**src/rtl/traceback_unit_if.sv**
```systemverilog
// Interface bundling the job handshake, memory read port and edit-op stream of traceback_unit.
// master is the traceback unit's view; slave is the DP stage / memory / op consumer side.
interface traceback_unit_if #(
    parameter int N                = 8,
    parameter int DIRECTION_WIDTH  = 2,
    parameter int MEM_AMOUNT_WIDTH = 4,
    parameter int ADDRESS_WIDTH    = 8,
    parameter int COL_WIDTH        = 3
);
    logic                          tb_valid;
    logic                          array_num;
    logic [MEM_AMOUNT_WIDTH-1:0]   end_block;
    logic [ADDRESS_WIDTH-1:0]      end_row;
    logic [COL_WIDTH-1:0]          end_col;
    logic [N*DIRECTION_WIDTH-1:0]  row_k0;
    logic [N*DIRECTION_WIDTH-1:0]  row_k1;
    logic                          tb_busy;
    logic [MEM_AMOUNT_WIDTH-1:0]   mem_block_num;
    logic [ADDRESS_WIDTH-1:0]      row_num;
    logic                          op_valid;
    logic [1:0]                    op;
    logic                          op_ready;
    logic                          done;
    logic                          done_array;

    modport master (
        input  tb_valid, array_num, end_block, end_row, end_col, row_k0, row_k1, op_ready,
        output tb_busy, mem_block_num, row_num, op_valid, op, done, done_array
    );

    modport slave (
        output tb_valid, array_num, end_block, end_row, end_col, row_k0, row_k1, op_ready,
        input  tb_busy, mem_block_num, row_num, op_valid, op, done, done_array
    );
endinterface

```
**src/rtl/traceback_unit.sv**
```systemverilog
// Walks a finished DP direction array backwards from an end cell and streams the
// alignment as edit operations, last operation first.
module traceback_unit #(
    parameter int N                = 8,
    parameter int DIRECTION_WIDTH  = 2,
    parameter int MEM_AMOUNT_WIDTH = 4,
    parameter int ADDRESS_WIDTH    = 8,
    parameter int COL_WIDTH        = 3
) (
    input  logic               clk,
    input  logic               reset_i,
    traceback_unit_if.master   bus
);
    localparam int DW = DIRECTION_WIDTH;
    localparam int RW = N * DIRECTION_WIDTH;

    localparam logic [DW-1:0] DIR_STOP = DW'(0);
    localparam logic [DW-1:0] DIR_DIAG = DW'(1);
    localparam logic [DW-1:0] DIR_UP   = DW'(2);
    localparam logic [DW-1:0] DIR_LEFT = DW'(3);

    typedef enum logic [2:0] {IDLE, ADDR, WAIT, EMIT, FIN} state_t;

    state_t                       state;
    state_t                       state_next;
    logic                         served;
    logic                         served_array;
    logic [MEM_AMOUNT_WIDTH-1:0]  cur_blk;
    logic [ADDRESS_WIDTH-1:0]     cur_row;
    logic [COL_WIDTH-1:0]         cur_col;
    logic [DW-1:0]                dir;
    logic [RW-1:0]                row0_buf;
    logic [RW-1:0]                row1_buf;
    logic                         k1_valid;
    logic [MEM_AMOUNT_WIDTH-1:0]  mem_block_reg;
    logic [ADDRESS_WIDTH-1:0]     row_num_reg;
    logic                         busy_reg;

    logic                         request;
    logic [DW-1:0]                wait_dir;
    logic [COL_WIDTH-1:0]         col_dec;
    logic [MEM_AMOUNT_WIDTH-1:0]  blk_dec;
    logic [DW-1:0]                left_next_dir;

    // A cell ends the walk when it is on row 0, is a stop code, or would step left of column 0.
    function automatic logic stops(input logic [ADDRESS_WIDTH-1:0] r,
                                   input logic [MEM_AMOUNT_WIDTH-1:0] b,
                                   input logic [COL_WIDTH-1:0] c,
                                   input logic [DW-1:0] d);
        return (r == '0) || (d == DIR_STOP) ||
               ((b == '0) && (c == '0) && ((d == DIR_DIAG) || (d == DIR_LEFT)));
    endfunction

    assign request       = bus.tb_valid & (~served | (bus.array_num != served_array));
    assign wait_dir      = bus.row_k0[cur_col*DW +: DW];
    assign col_dec       = (cur_col == '0) ? COL_WIDTH'(N - 1) : cur_col - 1'b1;
    assign blk_dec       = (cur_col == '0) ? cur_blk - 1'b1 : cur_blk;
    assign left_next_dir = (cur_col != '0) ? row0_buf[col_dec*DW +: DW]
                                           : row1_buf[(N-1)*DW +: DW];

    assign bus.tb_busy       = busy_reg;
    assign bus.mem_block_num = mem_block_reg;
    assign bus.row_num       = row_num_reg;

    always_comb begin
        state_next     = state;
        bus.op_valid   = 1'b0;
        bus.op         = 2'b00;
        bus.done       = 1'b0;
        bus.done_array = 1'b0;
        case (state)
            IDLE: if (request) state_next = ADDR;
            ADDR: state_next = WAIT;
            WAIT: state_next = stops(cur_row, cur_blk, cur_col, wait_dir) ? FIN : EMIT;
            EMIT: begin
                bus.op_valid = 1'b1;
                case (dir)
                    DIR_DIAG: bus.op = 2'b00;
                    DIR_UP:   bus.op = 2'b01;
                    default:  bus.op = 2'b10;
                endcase
                // A second block crossing has no valid neighbour row buffered, so it refetches.
                if (bus.op_ready) begin
                    if (dir != DIR_LEFT)
                        state_next = ADDR;
                    else if ((cur_col == '0) && !k1_valid)
                        state_next = ADDR;
                    else if (stops(cur_row, blk_dec, col_dec, left_next_dir))
                        state_next = FIN;
                    else
                        state_next = EMIT;
                end
            end
            FIN: begin
                bus.done       = 1'b1;
                bus.done_array = served_array;
                state_next     = IDLE;
            end
            default: state_next = IDLE;
        endcase
    end

    // Address registers are loaded on the edge entering ADDR so memory sees them during ADDR.
    always_ff @(posedge clk) begin
        if (reset_i) begin
            state         <= IDLE;
            served        <= 1'b0;
            served_array  <= 1'b0;
            cur_blk       <= '0;
            cur_row       <= '0;
            cur_col       <= '0;
            dir           <= '0;
            row0_buf      <= '0;
            row1_buf      <= '0;
            k1_valid      <= 1'b0;
            mem_block_reg <= '0;
            row_num_reg   <= '0;
            busy_reg      <= 1'b0;
        end else begin
            state    <= state_next;
            busy_reg <= (state_next != IDLE);
            case (state)
                IDLE: begin
                    if (request) begin
                        served        <= 1'b1;
                        served_array  <= bus.array_num;
                        cur_blk       <= bus.end_block;
                        cur_row       <= bus.end_row;
                        cur_col       <= bus.end_col;
                        mem_block_reg <= bus.end_block;
                        row_num_reg   <= bus.end_row;
                    end
                end
                WAIT: begin
                    dir      <= wait_dir;
                    row0_buf <= bus.row_k0;
                    row1_buf <= bus.row_k1;
                    k1_valid <= 1'b1;
                end
                EMIT: begin
                    if (bus.op_ready) begin
                        case (dir)
                            DIR_DIAG: begin
                                cur_row       <= cur_row - 1'b1;
                                row_num_reg   <= cur_row - 1'b1;
                                cur_col       <= col_dec;
                                cur_blk       <= blk_dec;
                                mem_block_reg <= blk_dec;
                            end
                            DIR_UP: begin
                                cur_row     <= cur_row - 1'b1;
                                row_num_reg <= cur_row - 1'b1;
                            end
                            default: begin
                                cur_col <= col_dec;
                                cur_blk <= blk_dec;
                                if (cur_col != '0) begin
                                    dir <= left_next_dir;
                                end else if (k1_valid) begin
                                    dir      <= left_next_dir;
                                    row0_buf <= row1_buf;
                                    k1_valid <= 1'b0;
                                end else begin
                                    mem_block_reg <= blk_dec;
                                end
                            end
                        endcase
                    end
                end
                default: ;
            endcase
        end
    end
endmodule

```
**src/flat_wrapper.sv**
```systemverilog
// flat-port wrapper written by rule: the top's interface ports become plain ports
module traceback_unit_flat 
#(
    parameter int N                = 8,
    parameter int DIRECTION_WIDTH  = 2,
    parameter int MEM_AMOUNT_WIDTH = 4,
    parameter int ADDRESS_WIDTH    = 8,
    parameter int COL_WIDTH        = 3
)
  (clk, reset_i, bus_tb_valid, bus_array_num, bus_end_block, bus_end_row, bus_end_col, bus_row_k0, bus_row_k1, bus_op_ready, bus_tb_busy, bus_mem_block_num, bus_row_num, bus_op_valid, bus_op, bus_done, bus_done_array);
  traceback_unit_if #(.N(N), .DIRECTION_WIDTH(DIRECTION_WIDTH), .MEM_AMOUNT_WIDTH(MEM_AMOUNT_WIDTH), .ADDRESS_WIDTH(ADDRESS_WIDTH), .COL_WIDTH(COL_WIDTH)) bus_i ();
  input  logic clk;
  input  logic reset_i;
  input wire logic [$bits(bus_i.tb_valid)-1:0] bus_tb_valid;
  input wire logic [$bits(bus_i.array_num)-1:0] bus_array_num;
  input wire logic [$bits(bus_i.end_block)-1:0] bus_end_block;
  input wire logic [$bits(bus_i.end_row)-1:0] bus_end_row;
  input wire logic [$bits(bus_i.end_col)-1:0] bus_end_col;
  input wire logic [$bits(bus_i.row_k0)-1:0] bus_row_k0;
  input wire logic [$bits(bus_i.row_k1)-1:0] bus_row_k1;
  input wire logic [$bits(bus_i.op_ready)-1:0] bus_op_ready;
  output wire logic [$bits(bus_i.tb_busy)-1:0] bus_tb_busy;
  output wire logic [$bits(bus_i.mem_block_num)-1:0] bus_mem_block_num;
  output wire logic [$bits(bus_i.row_num)-1:0] bus_row_num;
  output wire logic [$bits(bus_i.op_valid)-1:0] bus_op_valid;
  output wire logic [$bits(bus_i.op)-1:0] bus_op;
  output wire logic [$bits(bus_i.done)-1:0] bus_done;
  output wire logic [$bits(bus_i.done_array)-1:0] bus_done_array;
  assign bus_i.tb_valid = bus_tb_valid;
  assign bus_i.array_num = bus_array_num;
  assign bus_i.end_block = bus_end_block;
  assign bus_i.end_row = bus_end_row;
  assign bus_i.end_col = bus_end_col;
  assign bus_i.row_k0 = bus_row_k0;
  assign bus_i.row_k1 = bus_row_k1;
  assign bus_i.op_ready = bus_op_ready;
  assign bus_tb_busy = bus_i.tb_busy;
  assign bus_mem_block_num = bus_i.mem_block_num;
  assign bus_row_num = bus_i.row_num;
  assign bus_op_valid = bus_i.op_valid;
  assign bus_op = bus_i.op;
  assign bus_done = bus_i.done;
  assign bus_done_array = bus_i.done_array;
  traceback_unit #(.N(N), .DIRECTION_WIDTH(DIRECTION_WIDTH), .MEM_AMOUNT_WIDTH(MEM_AMOUNT_WIDTH), .ADDRESS_WIDTH(ADDRESS_WIDTH), .COL_WIDTH(COL_WIDTH)) u_core (.clk(clk), .reset_i(reset_i), .bus(bus_i));
endmodule
```
**config.mk**
```make
export PLATFORM = sky130hd
export DESIGN_NAME = traceback_unit_flat
export DESIGN_NICKNAME = d
export VERILOG_FILES = /design/src/rtl/traceback_unit_if.sv /design/src/rtl/traceback_unit.sv /design/src/flat_wrapper.sv
export SDC_FILE = /design/constraint.sdc
export NUM_CORES = 1
export LEC_CHECK = 0
export ABC_AREA = 1
export ABC_CLOCK_PERIOD_IN_PS = 2500
export BUFFER_PORTS_ARGS = -buffer_cell sky130_fd_sc_hd__buf_2
export CAP_MARGIN = 40
export CORE_ASPECT_RATIO = 1.1
export CORE_MARGIN = 5
export CORE_UTILIZATION = 55
export CTS_CLUSTER_DIAMETER = 80
export CTS_CLUSTER_SIZE = 16
export DETAILED_ROUTE_END_ITERATION = 12
export GPL_ROUTABILITY_DRIVEN = 0
export PLACE_DENSITY = 0.8
export SLEW_MARGIN = 10
export SYNTH_ARGS = -nofsm -noshare
export SYNTH_HDL_FRONTEND = slang
export SYNTH_SLANG_ARGS = --single-unit
```
**constraint.sdc**
```tcl
create_clock -name clk -period 2.5 [get_ports clk]
set_clock_uncertainty 0.15 [all_clocks]
set_input_delay 0.125 -clock clk [delete_from_list [all_inputs] [get_ports clk]]
set_output_delay 0.125 -clock clk [all_outputs]
set_load 0.05 [all_outputs]
```
==> run_summary.xml <==
<?xml version="1.0" encoding="UTF-8"?>
<metrics>
  <group name="final_layout">
    <metric name="final_design_area_no_fill" unit="um2">4410</metric>
    <metric name="final_cell_count_no_fill" unit="">689</metric>
    <metric name="drive_above_1_share" unit="">0.213</metric>
    <metric name="synthToLayoutAreaGrowth" unit="%">30.3</metric>
    <metric name="antenna_cells_inserted" unit="">0</metric>
    <metric name="fin_nets" unit="">665</metric>
  </group>
  <group name="synthesis">
    <metric name="postSynthRegisterBits" unit="">60</metric>
    <metric name="yosysTopAreaCellShare" unit="">0.355</metric>
    <metric name="synth_ff_type" unit="">dfxtp_1</metric>
    <metric name="synth_cell_type_count" unit="">40</metric>
    <metric name="most_common_cell_in_the_netlist" unit="">nand2_1</metric>
    <metric name="seq_area_frac_synth" unit="">0.355</metric>
    <metric name="synth_nets" unit="">556</metric>
    <metric name="most_instantiated_cells_after_synthesis" unit="">101 x nand2_1, 75 x nor2_1, 60 x dfxtp_1, 59 x o21ai_0, 47 x inv_1</metric>
    <metric name="ys_async_rst_share" unit="">0</metric>
    <metric name="synth_top_cells_by_area" unit="">dfxtp_1 35%, nand2_1 11%, o21ai_0 8.7%</metric>
    <metric name="synth_enable_flop_cells" unit="">0</metric>
    <metric name="synth-warning-count" unit="">0</metric>
    <metric name="synth_area_leader_cell" unit="">dfxtp_1</metric>
    <metric name="syn-mean-instance-area" unit="um2">6.84</metric>
    <metric name="netlist_instances" unit="">495</metric>
    <metric name="mapped_cell_area" unit="um2">3390</metric>
  </group>
  <group name="timing">
    <metric name="slew_headroom" unit="">0.743</metric>
    <metric name="fin_ws" unit="ps">223</metric>
    <metric name="time_the_final_worst_path_needs_with_i_o_delays_and_setup" unit="ps">2280</metric>
    <metric name="worstMarginPinSlew" unit="ps">381</metric>
    <metric name="final-max-slew-violation-count" unit="">0</metric>
    <metric name="hold_ws" unit="ps">31.8</metric>
    <metric name="hold_fails_final_rpt" unit="">0</metric>
    <metric name="rsz0062_at_grt" unit="">false</metric>
    <metric name="tns" unit="ps">0</metric>
    <metric name="achievable_freq" unit="GHz">0.439</metric>
    <metric name="final_min_period_over_clock_period" unit="">0.911</metric>
    <metric name="setup_viol" unit="">0</metric>
  </group>
  <group name="die">
    <metric name="die_height" unit="um">92.3</metric>
    <metric name="placementRows" unit="">30</metric>
    <metric name="initial_core_util" unit="">0.557</metric>
    <metric name="pin_count" unit="">70</metric>
    <metric name="core_area" unit="um2">6080</metric>
    <metric name="floorplan.die.width" unit="um">84.8</metric>
    <metric name="area_enclosed_by_the_die_boundary" unit="um2">7830</metric>
  </group>
  <group name="clock_network">
    <metric name="numClockSinks" unit="">60</metric>
    <metric name="clock_pin_slew_worst_setup_and_hold_paths" unit="ps">70</metric>
    <metric name="cts.htree.levels" unit="">3</metric>
    <metric name="ctsRootBufferMaster" unit="">clkbuf_8</metric>
    <metric name="worst_skew_pair.late_latency" unit="ps">340</metric>
    <metric name="tritoncts_clock_tree" unit="">yes</metric>
    <metric name="cts_buffer_depth" unit="">2</metric>
    <metric name="post-cts-setup-buffer-count" unit="">0</metric>
    <metric name="numCtsBuffers" unit="">9</metric>
  </group>
  <group name="status">
    <metric name="status" unit="">finished clean</metric>
  </group>
  <group name="pwr">
    <metric name="share_seq_of_total_power" unit="">0.347</metric>
    <metric name="switching_power" unit="mW">1.57</metric>
    <metric name="combinationalPowerShare" unit="">0.418</metric>
    <metric name="cellPowerDensity" unit="nW/um2">850</metric>
    <metric name="clock_share_of_power" unit="">0.235</metric>
    <metric name="vdd_ir_drop_max" unit="mV">0.594</metric>
    <metric name="total_leakage_power" unit="nW">2.12</metric>
    <metric name="internal_cell_power" unit="mW">2.18</metric>
    <metric name="p_sw_frac" unit="">0.418</metric>
  </group>
  <group name="global_routing">
    <metric name="antenna_found_initial" unit="">0</metric>
    <metric name="grt_pass1_vias" unit="">3645</metric>
    <metric name="grt_max_degree" unit="">35</metric>
    <metric name="gr-total-overflow" unit="">0</metric>
    <metric name="grt_first_pass_wirelength" unit="mm">16.0</metric>
    <metric name="grt_util_all_layers" unit="">0.249</metric>
  </group>
  <group name="placement">
    <metric name="detailed_place.area" unit="um2">3770</metric>
    <metric name="count_of_buffers_inserted_at_the_top_level_ports" unit="">69</metric>
    <metric name="detailedPlace.worstSlack" unit="ps">147</metric>
    <metric name="place.detailed.hpwl" unit="mm">6.48</metric>
    <metric name="dp_cells" unit="">629</metric>
  </group>
  <group name="hold_path">
    <metric name="worst_hold_path_type" unit="">in -&gt; reg</metric>
  </group>
  <group name="route">
    <metric name="finalWirelength" unit="mm">9.48</metric>
    <metric name="avgViaCountPerCell" unit="">5.37</metric>
    <metric name="routed-via-count" unit="">3698</metric>
    <metric name="avgRoutedWirePerCell" unit="um">13.8</metric>
    <metric name="final_antenna_net_count" unit="">0</metric>
    <metric name="remaining_drc_errors" unit="">0</metric>
    <metric name="drt_pre_antenna_iters" unit="">7</metric>
    <metric name="drt_first_iter_violations" unit="">240</metric>
  </group>
  <group name="critical_path">
    <metric name="timing.critical_path.to_type" unit="">register</metric>
    <metric name="critPathKind" unit="">reg -&gt; reg</metric>
    <metric name="critPathMaxFanout" unit="">7</metric>
    <metric name="crit_path_start_kind" unit="">register</metric>
    <metric name="worst-endpoint-arrival" unit="ps">2360</metric>
    <metric name="worst-endpoint-required" unit="ps">2580</metric>
  </group>
  <group name="flow_run">
    <metric name="timing.max_cap.violations" unit="">0</metric>
  </group>
</metrics>
power by group through the flow:
stage / Sequential, mW / Combinational (mW) / Clock [mW]
final: 1.30 / 1.56 / 0.881
after global placement: 1.31 / 1.44 / 0
after detailed placement: 1.32 / 1.48 / 0
after floorplan: 1.44 / 1.03 / 0
after global routing: 1.32 / 1.75 / 0.935
after CTS: 1.30 / 1.54 / 0.893
per-layer routing:
layer,part of all wire,global-route usage
met2,0.50,0.445
met5,0,0
met1,0.41,0.294
met4,0.030,0.106
met3,0.057,0.0365
cell type report:
cell class | count | area (um2)
Clock buffer | 10 | 138
Clock inverter | 6 | 63.8
Fill cell | 503 | 1670
Inverter | 54 | 206
Multi-Input combinational cell | 357 | 1840
Sequential cell | 60 | 1200
Tap cell | 80 | 100
Timing Repair Buffer | 122 | 866
path summary, 6_finish.rpt:
path / slack (ps) / cells past startpoint / end / start
hold / removal: 30 / 3 / u_core.cur_row[1] / bus_end_row[1]
setup / recovery: 220 / 16 / u_core.bus.tb_busy / u_core.cur_col[1]
hold reg to reg: 320 / 2 / u_core.row0_buf[5] / u_core.row1_buf[5]
setup reg to reg: 220 / 16 / u_core.bus.tb_busy / u_core.cur_col[1]
cells in the final DEF (no fill, tap or decap), drive strengths merged:
master	Yosys	routed
nand2	107	107
nor2	81	81
buf	14	78
o21ai	65	65
dfxtp	60	60
inv	53	53
dlygate4sd3	0	44
nand3	30	30
a31oi	26	26
a21oi	15	15
clkbuf	10	10
ha	9	9
nand4	5	5
o211ai	4	4
clkinv	1	4
o221a	3	3
nor3	3	3
xor2	2	2
a211oi	2	2
clkinvlp	0	2
o41ai	1	1
o221ai	1	1
and3	1	1
a2bb2oi	1	1
or2	1	1
bufinv	0	1
cells by family after synthesis:
group                    synth area share
flip-flops                          0.355
buffers and inverters               0.104
XOR/XNOR                          0.00517
AND/OR/NAND/NOR                     0.299
AO/OA/AOI/OAI                       0.204
adder cells (fa/ha/maj)            0.0333
what timing repair did:
item                       CTS  global route
setup endpoints to repair    0             4
resized for setup            0             3
hold buffers                44             0
hold endpoints to repair    46             0
registers in the layout, summed over array words and instances, names as in the netlist:
signal                    flops
u_core.served_array           1
u_core.state                  3
u_core.cur_blk                4
u_core.bus.mem_block_num      4
u_core.cur_row                8
u_core.served                 1
u_core.bus.tb_busy            1
u_core.dir                    2
u_core.k1_valid               1
u_core.row1_buf              16
u_core.cur_col                3
u_core.row0_buf              16
metrics by stage:
step	utilization	power, mW
global placement	0.619	2.75
CTS	0.725	3.73
finish	0.726	3.75
floorplan	-	2.47
detailed placement	0.619	2.80
global route	0.726	4.00
critical path, cell delays in order, from the launching register on:
cell	delay, ps
dfxtp_2	350
inv_1	160
ha_2	340
inv_2	100
o21ai_0	100
nor2_1	160
nor2_1	70
nand2_1	50
nand2_1	50
nor2_1	140
nor2_1	70
nand2_2	70
nand3_2	60
nand3_1	80
nand2_1	50
nand2_1	90
nand3_2	70
No activity file was read; power rests on OpenSTA's default activity.
